### config.mk
export PLATFORM = sky130hd
export DESIGN_NAME = jk_bank_sequencer
export DESIGN_NICKNAME = d
export VERILOG_FILES = /design/src/rtl/jk_bank_sequencer.sv
export SDC_FILE = /design/constraint.sdc
export NUM_CORES = 1
export LEC_CHECK = 0
export ABC_CLOCK_PERIOD_IN_PS = 2000
export CAP_MARGIN = 20
export CORE_UTILIZATION = 47
export CTS_BUF_LIST = sky130_fd_sc_hd__clkbuf_4 sky130_fd_sc_hd__clkbuf_8 sky130_fd_sc_hd__clkbuf_16
export DETAILED_ROUTE_END_ITERATION = 8
export PLACE_DENSITY = 0.83
export SYNTH_ARGS = -nofsm -noshare
export SYNTH_HDL_FRONTEND = slang
export SYNTH_SLANG_ARGS = --single-unit
### constraint.sdc
create_clock -name clk -period 2 [get_ports clk]
set_input_delay 0.4 -clock clk [delete_from_list [all_inputs] [get_ports clk]]
set_output_delay 0.4 -clock clk [all_outputs]
set_load 0.05 [all_outputs]
### src/rtl/jk_bank_sequencer.sv
// jk_bank_sequencer: command-driven sequencer for a bank of WIDTH JK flops.
// Accepts one command at a time (valid/ready) and drives per-bit J/K to set,
// clear, toggle, load, or count the bank up/down by a programmed step count.
// All outputs come straight from flops; their next values are decoded from
// the next state, next latched fields and next bank value.
module jk_bank_sequencer #(
   parameter int WIDTH = 4,
   parameter int CNT_W = 8
) (
   input  logic             clk,
   input  logic             rst,        // asynchronous, active-low
   input  logic             cmd_valid,
   output logic             cmd_ready,
   input  logic [2:0]       cmd_op,
   input  logic [WIDTH-1:0] cmd_data,
   input  logic [CNT_W-1:0] cmd_count,
   output logic [WIDTH-1:0] j_out,
   output logic [WIDTH-1:0] k_out,
   output logic [WIDTH-1:0] q,
   output logic             busy,
   output logic             done
);

   localparam logic [2:0] OP_NOP  = 3'd0;
   localparam logic [2:0] OP_SET  = 3'd1;
   localparam logic [2:0] OP_CLR  = 3'd2;
   localparam logic [2:0] OP_TOG  = 3'd3;
   localparam logic [2:0] OP_LOAD = 3'd4;
   localparam logic [2:0] OP_UP   = 3'd5;
   localparam logic [2:0] OP_DN   = 3'd6;
   localparam logic [2:0] OP_RSV  = 3'd7;

   typedef enum logic [1:0] {
      ST_IDLE  = 2'd0,
      ST_APPLY = 2'd1,
      ST_COUNT = 2'd2,
      ST_DONE  = 2'd3
   } state_t;

   state_t           state_q, state_d;
   logic [2:0]       op_q, op_d;
   logic [WIDTH-1:0] data_q, data_d;
   logic [CNT_W-1:0] cnt_q, cnt_d;
   logic [WIDTH-1:0] q_q, q_d;
   logic [WIDTH-1:0] j_out_q, j_out_d;
   logic [WIDTH-1:0] k_out_q, k_out_d;
   logic             busy_q, busy_d;
   logic             done_q, done_d;
   logic             cmd_ready_q, cmd_ready_d;

   // Toggle masks for a binary up/down count step, evaluated on the value the
   // bank will hold during the step (q_d), since j/k are registered.
   logic [WIDTH-1:0] up_mask;
   logic [WIDTH-1:0] dn_mask;

   genvar gi;
   generate
      for (gi = 0; gi < WIDTH; gi++) begin : g_mask
         if (gi == 0) begin : g_lsb
            assign up_mask[gi] = 1'b1;
            assign dn_mask[gi] = 1'b1;
         end else begin : g_upper
            assign up_mask[gi] = &q_d[gi-1:0];
            assign dn_mask[gi] = ~(|q_d[gi-1:0]);
         end
      end
   endgenerate

   // JK bank law applied with the drive presented this cycle.
   always_comb begin
      q_d = (j_out_q & ~q_q) | (~k_out_q & q_q);
   end

   // Next-state logic: command acceptance, field latching, step counter.
   always_comb begin
      state_d = state_q;
      op_d    = op_q;
      data_d  = data_q;
      cnt_d   = cnt_q;
      case (state_q)
         ST_IDLE: begin
            if (cmd_valid) begin
               op_d   = cmd_op;
               data_d = cmd_data;
               cnt_d  = cmd_count;
               if (cmd_op == OP_UP || cmd_op == OP_DN) begin
                  // A zero-length count completes without touching the bank.
                  state_d = (cmd_count != '0) ? ST_COUNT : ST_DONE;
               end else begin
                  state_d = ST_APPLY;
               end
            end
         end
         ST_APPLY: begin
            state_d = ST_DONE;
         end
         ST_COUNT: begin
            cnt_d = cnt_q - CNT_W'(1);
            // This step is the last one when the counter hits zero here.
            if (cnt_q == CNT_W'(1)) begin
               state_d = ST_DONE;
            end
         end
         ST_DONE: begin
            state_d = ST_IDLE;
         end
         default: begin
            state_d = ST_IDLE;
         end
      endcase
   end

   // Output decode from next-cycle state and fields, so outputs are flops.
   always_comb begin
      j_out_d     = '0;
      k_out_d     = '0;
      done_d      = (state_d == ST_DONE);
      busy_d      = (state_d != ST_IDLE);
      cmd_ready_d = (state_d == ST_IDLE);
      case (state_d)
         ST_APPLY: begin
            case (op_d)
               OP_SET: begin
                  j_out_d = data_d;
               end
               OP_CLR: begin
                  k_out_d = data_d;
               end
               OP_TOG: begin
                  j_out_d = data_d;
                  k_out_d = data_d;
               end
               OP_LOAD: begin
                  j_out_d = data_d;
                  k_out_d = ~data_d;
               end
               OP_NOP, OP_RSV: begin
                  j_out_d = '0;
                  k_out_d = '0;
               end
               default: begin
                  j_out_d = '0;
                  k_out_d = '0;
               end
            endcase
         end
         ST_COUNT: begin
            if (op_d == OP_UP) begin
               j_out_d = up_mask;
               k_out_d = up_mask;
            end else begin
               j_out_d = dn_mask;
               k_out_d = dn_mask;
            end
         end
         default: begin
            j_out_d = '0;
            k_out_d = '0;
         end
      endcase
   end

   // State, latched command fields, bank and output registers.
   always_ff @(posedge clk or negedge rst) begin
      if (!rst) begin
         state_q     <= ST_IDLE;
         op_q        <= '0;
         data_q      <= '0;
         cnt_q       <= '0;
         q_q         <= '0;
         j_out_q     <= '0;
         k_out_q     <= '0;
         busy_q      <= 1'b0;
         done_q      <= 1'b0;
         cmd_ready_q <= 1'b1;
      end else begin
         state_q     <= state_d;
         op_q        <= op_d;
         data_q      <= data_d;
         cnt_q       <= cnt_d;
         q_q         <= q_d;
         j_out_q     <= j_out_d;
         k_out_q     <= k_out_d;
         busy_q      <= busy_d;
         done_q      <= done_d;
         cmd_ready_q <= cmd_ready_d;
      end
   end

   assign q         = q_q;
   assign j_out     = j_out_q;
   assign k_out     = k_out_q;
   assign busy      = busy_q;
   assign done      = done_q;
   assign cmd_ready = cmd_ready_q;

endmodule

# ---- After elaboration in Yosys (flattened, before gate mapping)
# Cells that the tools add are included.
dict set report classes {
  addsub 1
  mul 0
  n_div 0
  order_cmp 0
  eq_ne 15
  shift 0
  mux 16
  bitwise 9
  reduce_logical 13
}
# cell n
set ops {}
lappend ops {{4-bit case mux with 2 select lines} 3}
lappend ops {{4-bit two-way mux} 4}
lappend ops {{8-bit case mux with 2 select lines} 1}
lappend ops {{3-bit == test (second input constant)} 4}
lappend ops {{4-bit NOT} 3}
lappend ops {{4-bit bitwise AND} 2}
lappend ops {{2-bit == test (second input constant)} 4}
lappend ops {{8-bit by 1-bit == test with 1-bit output (second input constant)} 1}
lappend ops {{8-bit two-way mux} 1}
lappend ops {{2-bit case mux with 4 select lines} 1}
lappend ops {{8-bit nonzero test} 1}
lappend ops {{8-bit by 1-bit subtractor with 8-bit output (second input constant)} 1}
lappend ops {{3-bit by 2-bit == test with 1-bit output (second input constant)} 2}
lappend ops {{2-bit two-way mux} 3}
lappend ops {{3-bit two-way mux} 2}
lappend ops {{3-bit OR reduction} 2}
lappend ops {{2-bit by 1-bit == test with 1-bit output (second input constant)} 2}
lappend ops {{2-bit zero test} 2}
lappend ops {{4-bit bitwise OR} 1}
lappend ops {{2-bit AND reduction} 2}
lappend ops {{2-bit nonzero test} 2}
lappend ops {{2-bit OR reduction} 2}
lappend ops {{3-bit by 1-bit == test with 1-bit output (second input constant)} 1}
lappend ops {{1-bit NOT} 3}
lappend ops {{4 further kinds} 4}
dict set report word_totals {
  register_bits 32
  latch_bits 0
  ram_bits 0
  rom_bits 0
  out_inout_bits 15
  mem_count 0
}

# ---- Depth between registers and ports, before layout
dict set report logic_depth {
  depth_word 7
  depth_mapped 11
  mapped_depth_nobuf 10
}

# ---- Worst setup path before layout
# OpenSTA, ideal clock, no wires.
dict set report synth_path {
  path_type {register to register}
  start {register state_q[0]}
  end {register j_out_q[2] (netlist: j_out[2])}
  setup_time_ps 65
  arrival_ps 2097
  required_time_ps 1935
  setup_slack_ps -162
  stages_incl_launch_ff 12
  n_path_buf 1
  cell_sequence {dfrtp_1 inv_1 ha_1 clkbuf_1 nor2_1 o22a_1 inv_1 ha_1 o211ai_1 a21oi_1 and2_1 o21a_1}
}
# element line
set synth_lines {}
lappend synth_lines {{start: declaration} 40} ;# state_t state_q, state_d;
lappend synth_lines {{start signal: assignment} 177} ;# state_q <= state_d;
lappend synth_lines {{2-bit == test (tied with other cells)} 80} ;# case (state_q)
lappend synth_lines {{2-bit case mux with 4 select lines *} 80}
lappend synth_lines {{net state_d[0]} 40}
lappend synth_lines {{2-bit == test or 2-bit by 1-bit == test with 1-bit output (tied branches)} 120} ;# case (state_d)
lappend synth_lines {{4-bit case mux with 2 select lines *} 120}
lappend synth_lines {{net j_out_d[2]} 45} ;# logic [WIDTH-1:0] j_out_q, j_out_d;
lappend synth_lines {{end signal: assignment} 182} ;# j_out_q <= j_out_d;
lappend synth_lines {{end: declaration} 45}
# The timed path passes the listed nets; every way through them passes the cells marked *.
# A chain may end at the register's enable or synchronous reset.

# ---- Worst setup path in the final report
dict set report layout_path {
  start {register state_q[0]}
  end {register j_out_q[3] (netlist: j_out[3])}
}
dict set report layout_between {
  elab_chain_cells 6
}
# element line
set layout_lines {}
lappend layout_lines {{2-bit zero test} 80}
lappend layout_lines {{3-bit two-way mux} 80}
lappend layout_lines {{3-bit == test (tied with other cells)} 122} ;# case (op_d)
lappend layout_lines {{3-bit OR reduction (no line)} -}
lappend layout_lines {{4-bit two-way mux} 122}
lappend layout_lines {{4-bit case mux with 2 select lines *} 120}
lappend layout_lines {{net j_out_d[3]} 45}
# Marked as above.

==> run_results.csv <==
group,metric,value,unit
status,status,"complete, no violations",
setup_path,end_kind,"flip-flop",
timing,worst_slack,6.26,ps
clocking,cts_tree,"done",
setup_path,cp_max_fo,5,
power,finalPower,5.21,mW
timing,finalSetupViolCount,0,
hold_path,hold_path_class,"flip-flop to flip-flop",
setup_path,cp.arrival,2160,ps
floorplan,die-height,63.9,um
drt,wl,4750,um
logic_synthesis,synth_edf_count,0,
setup_path,worstPathCellList,"inv_2, buf_4, ha_2, nor2_1, o22a_2, buf_4, ha_4, and4_1, mux2i_4, a21boi_1",
logic_synthesis,synth.area.mux_share,8.06,%
drt,wl_per_cell,16.1,um
global_routing,track_usage,23.8,%
logic_synthesis,synth_flop_cell,"dfrtp_1",
global_routing,grt_pass1_vias,1545,
logic_synthesis,synth-compound-area-share,19.5,%
timing,period_needed,1990,ps
logic_synthesis,synthAdderAreaFrac,6.25,%
setup_path,crit_buf_inv,3,
drt,dr_total_vias,1624,
drt,drc,0,
clocking,clkSlewWorstSetupHoldPaths,70,ps
timing,slew_headroom,52.3,%
finish,final_layout_size_suffix_gt1_share,34.8,%
timing,final-hold-violation-count,0,
setup_path,cp_top_family,"flip-flops",
clocking,numCtsBuffers,5,
hold_path,hold_start,"k_out[3]$_DFF_PN0_",
logic_synthesis,synth_area,1800,um2
logic_synthesis,synth-simple-area-share,15.9,%
setup_path,rr_endpoint,"j_out[3]$_DFF_PN0_",
setup_path,slowest_stage,"dfrtp_1",
logic_synthesis,async_reset_ff_share,100,%
job,max-cap-violations,0,
hold_path,min_to,"q[3]$_DFF_PN0_",
placed_design,finalWeightedCongestion,0.787,
setup_path,critPathKind,"flip-flop to flip-flop",
logic_synthesis,synth_top_family_by_area,"compound AO/OA/AOI/OAI gates",
timing,fmax,502,MHz
clocking,clock_latency,290,ps
setup_path,path_common_cell,"buf_4",
setup_path,r2r_slack,6,ps
logic_synthesis,netlist_top_cells_count,"dfrtp_1, inv_1, nand2_1",
logic_synthesis,syn-num-nets,203,
setup_path,rr_worst_depth,10,
timing,fin_crit_sh,99.7,%
timing,drv_slew,0,
logic_synthesis,synth_seq_cells,32,
placed_design,pre_cts_ws,-474,ps
drt,drt.antenna.violating_nets,0,
drt,drtIter0Drc,119,
placed_design,place_area,2380,um2
global_routing,grt_max_degree,33,
finish,area_delta_synth_final,49.3,%
clocking,htreeDepth,2,
setup_path,r2r-start,"state_q[0]$_DFF_PN0_",
logic_synthesis,synthXorXnorAreaFrac,0.486,%
placed_design,dp.final_hpwl,2710,um
clocking,root_buffer,"clkbuf_8",
finish,fin_area,2690,um2
finish,antenna_cells,0,
clocking,clockBufferDepth,2,
drt,firstDrtPassIters,4,
floorplan,core_area,3660,um2
floorplan,initial_utilization,49.2,%
setup_path,startpoint_type,"flip-flop",
setup_path,critPathMaxStageDelay,410,ps
placed_design,port_buffers,32,
floorplan,row_count,22,
global_routing,overflow,0,
global_routing,grt_first_pass_wirelength,7260,um
logic_synthesis,yosys.area.top_type,"dfrtp_1",
logic_synthesis,synth.most_common_cell,"dfrtp_1",
power,p_per_area,1940,nW/um2
floorplan,io_pins,33,
timing,rsz0062_at_grt,"yes",
timing,skew,5.94,ps
logic_synthesis,synth_top_area_share,43.1,%
logic_synthesis,yosysWarnings,0,
logic_synthesis,syn-instance-count,176,
logic_synthesis,synth_area_per_cell,10.2,um2
hold_path,hold_depth,1,
power,p_leak,1.19,nW
logic_synthesis,yosysSeqAreaShare,44.5,%
logic_synthesis,yosys-top-cells-area,"dfrtp_1, ha_1, inv_1, o22a_1, mux2_4",
timing,tightestPinTransition,712,ps
global_routing,antenna_found_initial,0,
floorplan,die_w,63.9,um
timing,holdWs,459,ps
timing,finalSetupTns,0,ps
clocking,cts_hold_buf,0,
setup_path,crit_required,2170,ps
finish,nets,273,
drt,vias_per_cell,5.51,
power,max-vdd-ir-drop,0.846,mV
floorplan,die_area,4080,um2
logic_synthesis,synth_cell_types,51,
clocking,cts.sinks,32,
## state kept, by name, indices dropped and copies added (netlist names)
name	flops
cnt_q	8
data_q	4
j_out	4
k_out	4
q	4
op_q	3
state_q	2
busy	1
cmd_ready	1
done	1
## cell type report
type                            count  area (um2)
Fill cell                         247         973
Inverter                           18        67.6
Clock buffer                        6        76.3
Timing Repair Buffer               68         586
Sequential cell                    32         802
Multi-Input combinational cell    121        1060
Tap cell                           48        60.1
Clock inverter                      2        35.0
## cell families (layout without fill, tap and decap cells)
logic type                 after synthesis  count (layout)
xor gates and xnor gates                 1               1
adders and majority gates                9               9
buffers and inverters                   23              94
and+or+nand+nor                         53              53
AOI/OAI and AO/OA                       47              47
DFF                                     32              32
muxes                                   11              11
## worst max path at each step
| stage | startpoint | end | cells after the start |
|---|---|---|---|
| 2_1_floorplan | state_q[0]$_DFF_PN0_ | k_out[1]$_DFF_PN0_ | 10 |
| 4_1_cts | state_q[1]$_DFF_PN0_ | k_out[3]$_DFF_PN0_ | 9 |
| 5_1_grt | state_q[0]$_DFF_PN0_ | j_out[2]$_DFF_PN0_ | 11 |
| 3_3_place_gp | cmd_count[4] | k_out[3]$_DFF_PN0_ | 9 |
| 3_5_place_dp | cmd_count[0] | j_out[2]$_DFF_PN0_ | 10 |
| 6_report | state_q[0]$_DFF_PN0_ | j_out[3]$_DFF_PN0_ | 10 |
## metrics by stage
stage	instances	utilization, %
after global routing	295	73.4
after global placement	281	65.1
after CTS	292	69.9
after detailed placement	281	65.1
final	295	73.4
after floorplan	176	-
## cells in the final DEF (no fill, tap or decap), types with 2 or more instances in the layout
master,Yosys,layout
a21boi_2,2,3
a21oi_1,9,8
a21oi_2,1,2
a31oi_1,2,2
a41oi_1,3,2
buf_4,0,36
clkbuf_8,0,5
clkdlybuf4s50_1,0,20
dfrtp_1,31,31
dlygate4sd2_1,0,9
dlymetal6s2s_1,0,2
ha_1,9,3
ha_2,0,2
ha_4,0,4
inv_1,18,15
inv_2,0,3
mux2_2,2,2
mux2_4,4,4
mux2i_1,4,3
mux2i_4,1,2
nand2_1,13,13
nand3_1,3,2
nor2_1,11,11
nor2b_1,8,8
nor3_2,1,3
nor4_2,0,2
o21a_1,2,2
o21ai_0,8,7
o21ai_1,1,2
o22a_1,7,6
o31a_1,2,2
## report_power, final
part	total (mW)	internal (mW)	switching (mW)
clock network	0.618	0.383	0.235
logic	3.46	1.54	1.92
registers	1.13	0.954	0.180
## routing by layer
layer  track usage [%]  vias to the layer above  part of all wire (%)
met1              30.3                      769                    44
met4              10.5                        0                   2.1
li1                  -                      769                     -
met5                 0                        -                     0
met3              4.82                       16                   6.3
met2              38.7                       70                    48
## timing repair
action,CTS,global route
buffers inserted,3,4
endpoints found under the hold margin,0,0
pin swaps,10,14
gates resized for setup,21,22
endpoints found under the setup margin,8,8
Power figures use the tool's default switching activity.
